File: src/rtl/frame_seq_if.sv
// Sync-strobe, configuration and status bundle for frame_sequencer.
// Strobes are single-cycle pulses with no backpressure; status outputs are valid every cycle.
interface frame_seq_if #(
    parameter int LINE_W = 12,
    parameter int KERN_W = 10
);
    logic              enable;
    logic              fs;
    logic              fe;
    logic              ls;
    logic              le;
    logic              img;
    logic [LINE_W-1:0] cfg_lines;
    logic [KERN_W-1:0] cfg_kernels;
    logic              err_clr;
    logic              frame_valid;
    logic              line_valid;
    logic              pixel_valid;
    logic [LINE_W-1:0] line_cnt;
    logic [KERN_W-1:0] kernel_cnt;
    logic              frame_done;
    logic [15:0]       frame_cnt;
    logic              err_seq;
    logic              err_size;
    logic              err_tmo;
    logic [1:0]        state_dbg;

    modport master (
        output enable, fs, fe, ls, le, img, cfg_lines, cfg_kernels, err_clr,
        input  frame_valid, line_valid, pixel_valid, line_cnt, kernel_cnt,
               frame_done, frame_cnt, err_seq, err_size, err_tmo, state_dbg
    );

    modport slave (
        input  enable, fs, fe, ls, le, img, cfg_lines, cfg_kernels, err_clr,
        output frame_valid, line_valid, pixel_valid, line_cnt, kernel_cnt,
               frame_done, frame_cnt, err_seq, err_size, err_tmo, state_dbg
    );
endinterface

File: src/rtl/frame_sequencer.sv
// Tracks frame/line/kernel sync strobes against a latched frame geometry and
// reports completed frames plus sticky protocol, size and inactivity errors.
module frame_sequencer #(
    parameter int LINE_W = 12,
    parameter int KERN_W = 10,
    parameter int WDOG_W = 16
) (
    input  logic        pclock,
    input  logic        reset,
    frame_seq_if.slave  bus
);
    typedef enum logic [1:0] {IDLE = 2'd0, WAIT_FS = 2'd1, FRAME = 2'd2, LINE = 2'd3} state_t;

    localparam logic [WDOG_W-1:0] WDOG_LAST = {{(WDOG_W-1){1'b1}}, 1'b0};

    state_t            state, state_n;
    logic [LINE_W-1:0] line_cnt, line_n, cfg_l, cfg_l_n;
    logic [KERN_W-1:0] kernel_cnt, kern_n, cfg_k, cfg_k_n;
    logic [WDOG_W-1:0] wdog, wdog_n;
    logic [15:0]       frame_cnt, frame_cnt_n;
    logic              frame_bad, bad_n;
    logic              frame_done, done_n;
    logic              err_seq, err_size, err_tmo;
    logic              seq_set, size_set, tmo_set;
    logic              any_strobe, multi;
    logic              kern_ok, lines_ok;

    assign any_strobe = bus.fs | bus.fe | bus.ls | bus.le | bus.img;
    assign multi      = $countones({bus.fs, bus.fe, bus.ls, bus.le, bus.img}) > 1;
    assign kern_ok    = (kernel_cnt == cfg_k);
    assign lines_ok   = ((line_cnt + LINE_W'(1)) == cfg_l);

    always_comb begin
        state_n     = state;
        line_n      = line_cnt;
        kern_n      = kernel_cnt;
        cfg_l_n     = cfg_l;
        cfg_k_n     = cfg_k;
        wdog_n      = wdog;
        frame_cnt_n = frame_cnt;
        bad_n       = frame_bad;
        done_n      = 1'b0;
        seq_set     = 1'b0;
        size_set    = 1'b0;
        tmo_set     = 1'b0;
        case (state)
            IDLE: begin
                wdog_n = '0;
                if (bus.enable) state_n = WAIT_FS;
            end
            WAIT_FS: begin
                wdog_n = '0;
                if (!bus.enable) begin
                    state_n = IDLE;
                end else if (multi) begin
                    seq_set = 1'b1;
                end else if (bus.fs) begin
                    state_n = LINE;
                    line_n  = '0;
                    kern_n  = '0;
                    cfg_l_n = bus.cfg_lines;
                    cfg_k_n = bus.cfg_kernels;
                    bad_n   = 1'b0;
                end
            end
            default: begin
                wdog_n = '0;
                if (multi) begin
                    seq_set = 1'b1;
                end else if (!any_strobe) begin
                    if (wdog == WDOG_LAST) begin
                        tmo_set = 1'b1;
                        state_n = bus.enable ? WAIT_FS : IDLE;
                    end else begin
                        wdog_n = wdog + WDOG_W'(1);
                    end
                end else if (bus.fs) begin
                    // A premature fs abandons the current frame and starts a fresh one.
                    seq_set = 1'b1;
                    state_n = LINE;
                    line_n  = '0;
                    kern_n  = '0;
                    cfg_l_n = bus.cfg_lines;
                    cfg_k_n = bus.cfg_kernels;
                    bad_n   = 1'b0;
                end else if (state == LINE) begin
                    if (bus.img) begin
                        if (kernel_cnt != '1) kern_n = kernel_cnt + KERN_W'(1);
                    end else if (bus.le) begin
                        state_n = FRAME;
                        if (!kern_ok) begin
                            size_set = 1'b1;
                            bad_n    = 1'b1;
                        end
                    end else if (bus.fe) begin
                        frame_cnt_n = frame_cnt + 16'd1;
                        state_n     = bus.enable ? WAIT_FS : IDLE;
                        if (!kern_ok || !lines_ok) size_set = 1'b1;
                        else done_n = !frame_bad;
                    end else begin
                        seq_set = 1'b1;
                        kern_n  = '0;
                        if (line_cnt != '1) line_n = line_cnt + LINE_W'(1);
                    end
                end else begin
                    if (bus.ls) begin
                        state_n = LINE;
                        kern_n  = '0;
                        if (line_cnt != '1) line_n = line_cnt + LINE_W'(1);
                    end else begin
                        seq_set = 1'b1;
                        if (bus.fe) state_n = WAIT_FS;
                    end
                end
            end
        endcase
    end

    always_ff @(posedge pclock or negedge reset) begin
        if (!reset) begin
            state      <= IDLE;
            line_cnt   <= '0;
            kernel_cnt <= '0;
            cfg_l      <= '0;
            cfg_k      <= '0;
            wdog       <= '0;
            frame_cnt  <= '0;
            frame_bad  <= 1'b0;
            frame_done <= 1'b0;
            err_seq    <= 1'b0;
            err_size   <= 1'b0;
            err_tmo    <= 1'b0;
        end else begin
            state      <= state_n;
            line_cnt   <= line_n;
            kernel_cnt <= kern_n;
            cfg_l      <= cfg_l_n;
            cfg_k      <= cfg_k_n;
            wdog       <= wdog_n;
            frame_cnt  <= frame_cnt_n;
            frame_bad  <= bad_n;
            frame_done <= done_n;
            // A new error in the clearing cycle keeps its flag set.
            err_seq    <= (err_seq  & ~bus.err_clr) | seq_set;
            err_size   <= (err_size & ~bus.err_clr) | size_set;
            err_tmo    <= (err_tmo  & ~bus.err_clr) | tmo_set;
        end
    end

    assign bus.frame_valid = (state == FRAME) || (state == LINE);
    assign bus.line_valid  = (state == LINE);
    assign bus.pixel_valid = (state == LINE) && bus.img && !multi;
    assign bus.line_cnt    = line_cnt;
    assign bus.kernel_cnt  = kernel_cnt;
    assign bus.frame_done  = frame_done;
    assign bus.frame_cnt   = frame_cnt;
    assign bus.err_seq     = err_seq;
    assign bus.err_size    = err_size;
    assign bus.err_tmo     = err_tmo;
    assign bus.state_dbg   = state;
endmodule

File: src/flat_wrapper.sv
// flat-port wrapper written by rule: the top's interface ports become plain ports
module frame_sequencer_flat 
#(
    parameter int LINE_W = 12,
    parameter int KERN_W = 10,
    parameter int WDOG_W = 16
)
  (pclock, reset, bus_enable, bus_fs, bus_fe, bus_ls, bus_le, bus_img, bus_cfg_lines, bus_cfg_kernels, bus_err_clr, bus_frame_valid, bus_line_valid, bus_pixel_valid, bus_line_cnt, bus_kernel_cnt, bus_frame_done, bus_frame_cnt, bus_err_seq, bus_err_size, bus_err_tmo, bus_state_dbg);
  frame_seq_if #(.LINE_W(LINE_W), .KERN_W(KERN_W)) bus_i ();
  input  logic pclock;
  input  logic reset;
  input wire logic [$bits(bus_i.enable)-1:0] bus_enable;
  input wire logic [$bits(bus_i.fs)-1:0] bus_fs;
  input wire logic [$bits(bus_i.fe)-1:0] bus_fe;
  input wire logic [$bits(bus_i.ls)-1:0] bus_ls;
  input wire logic [$bits(bus_i.le)-1:0] bus_le;
  input wire logic [$bits(bus_i.img)-1:0] bus_img;
  input wire logic [$bits(bus_i.cfg_lines)-1:0] bus_cfg_lines;
  input wire logic [$bits(bus_i.cfg_kernels)-1:0] bus_cfg_kernels;
  input wire logic [$bits(bus_i.err_clr)-1:0] bus_err_clr;
  output wire logic [$bits(bus_i.frame_valid)-1:0] bus_frame_valid;
  output wire logic [$bits(bus_i.line_valid)-1:0] bus_line_valid;
  output wire logic [$bits(bus_i.pixel_valid)-1:0] bus_pixel_valid;
  output wire logic [$bits(bus_i.line_cnt)-1:0] bus_line_cnt;
  output wire logic [$bits(bus_i.kernel_cnt)-1:0] bus_kernel_cnt;
  output wire logic [$bits(bus_i.frame_done)-1:0] bus_frame_done;
  output wire logic [$bits(bus_i.frame_cnt)-1:0] bus_frame_cnt;
  output wire logic [$bits(bus_i.err_seq)-1:0] bus_err_seq;
  output wire logic [$bits(bus_i.err_size)-1:0] bus_err_size;
  output wire logic [$bits(bus_i.err_tmo)-1:0] bus_err_tmo;
  output wire logic [$bits(bus_i.state_dbg)-1:0] bus_state_dbg;
  assign bus_i.enable = bus_enable;
  assign bus_i.fs = bus_fs;
  assign bus_i.fe = bus_fe;
  assign bus_i.ls = bus_ls;
  assign bus_i.le = bus_le;
  assign bus_i.img = bus_img;
  assign bus_i.cfg_lines = bus_cfg_lines;
  assign bus_i.cfg_kernels = bus_cfg_kernels;
  assign bus_i.err_clr = bus_err_clr;
  assign bus_frame_valid = bus_i.frame_valid;
  assign bus_line_valid = bus_i.line_valid;
  assign bus_pixel_valid = bus_i.pixel_valid;
  assign bus_line_cnt = bus_i.line_cnt;
  assign bus_kernel_cnt = bus_i.kernel_cnt;
  assign bus_frame_done = bus_i.frame_done;
  assign bus_frame_cnt = bus_i.frame_cnt;
  assign bus_err_seq = bus_i.err_seq;
  assign bus_err_size = bus_i.err_size;
  assign bus_err_tmo = bus_i.err_tmo;
  assign bus_state_dbg = bus_i.state_dbg;
  frame_sequencer #(.LINE_W(LINE_W), .KERN_W(KERN_W), .WDOG_W(WDOG_W)) u_core (.pclock(pclock), .reset(reset), .bus(bus_i));
endmodule
File: config.mk
export PLATFORM = sky130hd
export DESIGN_NAME = frame_sequencer_flat
export DESIGN_NICKNAME = d
export VERILOG_FILES = /design/src/rtl/frame_seq_if.sv /design/src/rtl/frame_sequencer.sv /design/src/flat_wrapper.sv
export SDC_FILE = /design/constraint.sdc
export NUM_CORES = 1
export LEC_CHECK = 0
export ABC_AREA = 1
export CAP_MARGIN = 20
export CORE_MARGIN = 8
export CORE_UTILIZATION = 60
export CTS_BUF_LIST = sky130_fd_sc_hd__clkbuf_4
export DETAILED_ROUTE_END_ITERATION = 16
export HOLD_SLACK_MARGIN = 0.05
export PLACE_DENSITY = 0.88
export RECOVER_POWER = 100
export SYNTH_ARGS = -nofsm -noshare
export SYNTH_HDL_FRONTEND = slang
export SYNTH_SLANG_ARGS = --single-unit
File: constraint.sdc
create_clock -name pclock -period 5.6 [get_ports pclock]
set_clock_uncertainty 0.15 [all_clocks]
set_input_delay 1.4 -clock pclock [delete_from_list [all_inputs] [get_ports pclock]]
set_output_delay 1.4 -clock pclock [all_outputs]
set_load 0.005 [all_outputs]
== After elaboration in Yosys (flattened, before gate mapping) ==
Cells that the tools add are included.
Word-level totals
  flip-flop bits (word level): 83
  bits of input ports: 31
  output and inout bits: 47
  word-level logic and storage cells: 187
Operators by class
  $add $sub $neg: 8
  magnitude comparators: 1
  equal/unequal tests: 26
  multiplexer cells: 103
  bitwise logic cells: 17
  reduce and logical (&&, ||, !) cells: 20
Operators with widths (count)
  $mux W12: 17
  $mux W10: 17
  $mux W16: 4
  $pmux W12 S2: 2
  $mux W1: 44
  $pmux W10 S2: 2
  $add A16 B1 Y16 const B: 2
  $add A32 B1 Y32: 1
  $add A32 B32 Y32: 1
  $gt A32 B2 Y1 const B: 1
  $mux W2: 14
  $reduce_and A9 Y1: 3
  $ne A3 B3 Y1 const B: 7
  $eq A16 B16 Y1 const B: 1
  $reduce_and A8 Y1: 2
  $ne A7 B7 Y1 const B: 2
  $add A12 B1 Y12 const B: 1
  $eq A12 B12 Y1: 1
  $ne A12 B12 Y1 const B: 1
  $ne A4 B4 Y1 const B: 3
  $add A10 B1 Y10 const B: 1
  $eq A10 B10 Y1: 1
  $ne A10 B10 Y1 const B: 1
  $not A1 Y1: 7
  20 further kinds: 39

== Longest topological paths before layout ==
  depth in word-level cells: 14
  mapped depth: 15
  gate-level depth less buffers: 14

== Worst setup path after synthesis ==
No wires, ideal clock.
  kind: input to output
  start: input port bus_le
  end: output port bus_pixel_valid
  arrival time: 3079 ps
  required time: 4050 ps
  slack: 971 ps
  stages on the path: 8
  cells stage by stage: inv_1 > ha_1 > ha_1 > a21o_1 > fa_1 > nor2_1 > inv_1 > nor3_1
Between the ends
  longest elaborated chain between the ends: 6
Ends and longest elaborated chain
  from (decl): line flat_wrapper.sv:16  | input wire logic [$bits(bus_i.le)-1:0] bus_le;
  $add A1 B1 Y2 (implied by the code): line frame_sequencer.sv:29  | assign multi = $countones({bus.fs, bus.fe, bus.ls, bus.le, bus.img}) > 1;
  $add A32 B32 Y32 (implied by the code): line frame_sequencer.sv:29
  $add A32 B1 Y32 (implied by the code): line frame_sequencer.sv:29
  $gt A32 B2 Y1: line frame_sequencer.sv:29
  $logic_not A1 Y1: line frame_sequencer.sv:152  | assign bus.pixel_valid = (state == LINE) && bus.img && !multi;
  $logic_and A1 B1 Y1: line frame_sequencer.sv:152
  to (decl): line flat_wrapper.sv:23  | output wire logic [$bits(bus_i.pixel_valid)-1:0] bus_pixel_valid;
No other way between the ends.

== Final worst setup path ==
Ends and elaborated chain as after synthesis.

==> metrics.md <==
| Metric | Value |
|---|---|
| Syn Nets | `644` |
| Worst EP required | `4050 ps` |
| CORE AREA | `7730 um2` |
| Clk_lat worst skew | `450 ps` |
| Crit share post-route | `96.4%` |
| Setup crit end kind | `output pin` |
| Post-Synthesis Cell Area | `4770 um2` |
| Share of the synthesized area in the top cell type | `43.5%` |
| Post-route insts no fill | `797` |
| CTS tree | `done` |
| Combinational share of power | `30.5%` |
| PD cells | `291 nW/um2` |
| Fillers | `619` |
| Async set-reset flop share out of synthesis | `100%` |
| CP max stage delay | `560 ps` |
| Cts bufs inserted | `9` |
| Initial antenna violation count | `0` |
| Wirelength per Cell | `14.3 um` |
| Startpoint Class | `input port` |
| RePlAce Congestion | `0.912` |
| P_sw | `607 uW` |
| Worst setup path category | `in -> out` |
| # hold bufs at CTS | `0` |
| Worst-path maximum fanout | `2` |
| Worst path bufs/invs | `4` |
| Routed Antenna Nets | `0` |
| Top_reg_cell synth | `dfrtp_1` |
| Leakage | `0.00277 uW` |
| Min cycle time layout | `5400 ps` |
| Switching Share | `36.3%` |
| Final net count | `732` |
| Syn avg cell area | `7.93 um2` |
| Register area share after synthesis | `43.5%` |
| Int Power | `1060 uW` |
| Synth top area cells | `dfrtp_1 44%, nand2_1 12%, nor2_1 6.2%, inv_1 5.1%, nand3_1 4.4%` |
| Placed insts | `780` |
| Worst EP arrival | `3850 ps` |
| Hold Path Class | `reg -> reg` |
| Final Hold Violating Endpoints | `0` |
| Diode count | `0` |
| Htree depth | `3` |
| Post-synth EDFFs | `0` |
| DP Wirelength | `8630 um` |
| Drt first pass iters | `5` |
| Synth Register Bits | `83` |
| Violated checks | `max-capacitance violations, max-slew violations` |
| RSZ-0062 raised after global routing | `no` |
| DRC Markers | `0` |
| Port Buffer Count | `77` |
| Register clock-pin slew on the reported worst setup and hold paths | `140 ps` |
| Post-synth top area cell | `dfrtp_1` |
| Clock root buffer | `clkbuf_4` |
| Worst flop-to-flop path startpoint | `u_core.bus.state_dbg[1]` |
| Clock share of power | `22.3%` |
| Worst-margin pin slew | `3230 ps` |
| Outcome | `complete, but fails checks` |
| Largest net degree at the start of global routing | `84` |
| Worst Setup SP | `bus_le` |
| Max-cap viol count | `2` |
| Final Cell Area | `5740 um2` |
| Via density | `5.37` |
| Total number of vias | `4282` |
| Layout area overhead | `20.3%` |
| # Post-CTS Setup Buffers | `0` |
| Synth Warn # | `0` |
| Synth top cells by count | `148 x nand2_1, 83 x dfrtp_1, 79 x nor2_1` |
| Row cnt | `32` |
| Width of the die | `105 um` |
| Slew headroom | `-115%` |
| Grt total ovfl | `0` |
| CP delay by family, top | `adder cells` |
| Placed cell area | `5660 um2` |
| Min-Delay Startpoint | `u_core.bus.err_size` |
| Peak VDD IR | `0.000184 V` |
| Cells after synthesis | `602` |
| Starting Density | `61.8%` |
| Crit-path slowest cell | `dlygate4sd3_1` |
| Die span in y | `105 um` |
| Most common cell in the netlist | `nand2_1` |
| Max Buffers Root-to-Sink | `2` |
| Number of global-route vias before repair | `4325` |
| First-pass GRT wire length | `19700 um` |
| Overall routed net length | `11400 um` |
| Max Slew Vio Count | `83` |
| Share of cells above drive strength 1 | `7.48%` |
| Die Area | `11100 um2` |
| Yosys cell types | `42` |
| Seq pwr share | `47.2%` |
| Crit-path cells | `dlygate4sd3_1, inv_1, ha_1, ha_1, a21o_1, fa_1, nor2_1, inv_1, nor3_1, dlygate4sd2_1` |
| IO Count | `78` |
| Clk sink count | `83` |
| Final setup vio count | `0` |
| DR iter-0 viols | `156` |
| Gr usage total | `21.2%` |
| Fmax | `185 MHz` |
==> worst reg2reg max path: stages (launching register included) <==
cell,delay (ps)
dfrtp_1,560
nand2_1,170
nor4_1,1170
inv_2,190
nor2_4,200
nand2_1,120
nor2_2,100
xor2_1,140
==> stage by stage <==
step	power (uW)	setup WS (ps)	TNS, ps	utilization, %	hold slack (ps)
after global routing	1790	91.8	0	74.3	368
after global placement	1320	69.9	0	73.3	312
after floorplan	1160	971	0	-	304
final	1670	202	0	74.3	356
after CTS	1720	273	0	75.2	362
after detailed placement	1340	-11.8	-11.8	73.3	333
==> area by class of cell <==
| cell class | instances | area, um2 | share of cell area, % |
|---|---|---|---|
| Timing Repair Buffer | 87 | 837 | 14.6 |
| Tap cell | 102 | 128 | 2.22 |
| Multi-Input combinational cell | 436 | 2270 | 39.5 |
| Clock buffer | 9 | 67.6 | 1.18 |
| Inverter | 73 | 282 | 4.91 |
| Sequential cell | 83 | 2080 | 36.2 |
| Clock inverter | 7 | 82.6 | 1.44 |
==> cell usage in the layout (no fill, tap or decap), drive strengths merged <==
| cell | n |
|---|---|
| dlygate4sd3 | 46 |
| a31oi | 1 |
| bufinv | 1 |
| nor3 | 16 |
| a211oi | 2 |
| o21bai | 1 |
| xnor3 | 1 |
| nor4 | 1 |
| xor2 | 17 |
| clkbuf | 12 |
| o21a | 2 |
| xnor2 | 8 |
| a21oi | 20 |
| o21ai | 35 |
| mux2 | 10 |
| clkinvlp | 2 |
| clkinv | 1 |
| a21o | 1 |
| ha | 10 |
| and2 | 1 |
| nand2 | 155 |
| dlymetal6s4s | 1 |
| dlygate4sd2 | 1 |
| or2 | 1 |
| inv | 76 |
| nor2 | 86 |
| o31ai | 2 |
| buf | 7 |
| nor3b | 3 |
| fa | 1 |
| nand3 | 44 |
| dfrtp | 83 |
| nand3b | 6 |
| nand4 | 12 |
| clkdlybuf4s50 | 29 |
==> path summary, 6_finish.rpt <==
kind                       depth (start not counted)                        to  slack [ps]
max reg2reg                                        7  u_core.bus.frame_cnt[13]        2750
min                                                2       u_core.bus.err_size         360
max                                               10           bus_pixel_valid         200
max in group asynchronous                          2  u_core.bus.kernel_cnt[8]        1070
min reg2reg                                        2       u_core.bus.err_size         360
min in group asynchronous                          1           u_core.wdog[10]         710
==> repair_timing <==
| item | 4_1_cts | 5_1_grt |
|---|---|---|
| resized for setup | 1 | 0 |
| endpoints found under the setup margin | 1 | 0 |
| endpoints found under the hold margin | 0 | 0 |
==> flip-flops by register name, summed over array words and instances, names as in the netlist <==
| name | count |
|---|---|
| u_core.bus.frame_cnt | 16 |
| u_core.wdog | 16 |
| u_core.bus.line_cnt | 12 |
| u_core.cfg_l | 12 |
| u_core.bus.kernel_cnt | 10 |
| u_core.cfg_k | 10 |
| u_core.bus.state_dbg | 2 |
| u_core.bus.err_seq | 1 |
| u_core.bus.err_size | 1 |
| u_core.bus.err_tmo | 1 |
| u_core.bus.frame_done | 1 |
| u_core.frame_bad | 1 |
==> logic make-up after synthesis <==
kind of cell    share of synthesized area (%)
compound gates                           7.79
fa+ha+maj                                3.04
simple gates                             30.8
mux                                      2.36
xor+xnor                                 5.06
flops                                    43.5
buf+inv                                  7.39
==> power groups by stage <==
stage / registers [uW] / clock network [uW] / logic [uW]
floorplan: 772 / 0 / 387
global placement: 796 / 0 / 525
detailed placement: 801 / 0 / 543
CTS: 791 / 379 / 545
global route: 803 / 406 / 582
finish: 789 / 373 / 510
==> layer usage <==
layer / global-route usage, % / share of wire, % / up-vias
li1: - / - / 2112
met1: 24.9 / 43 / 2040
met2: 37.0 / 50 / 113
met3: 5.34 / 5.4 / 17
met4: 7.14 / 1.4 / 0
met5: 0 / 0 / -
Note: power is estimated with default switching activity, not from simulation.
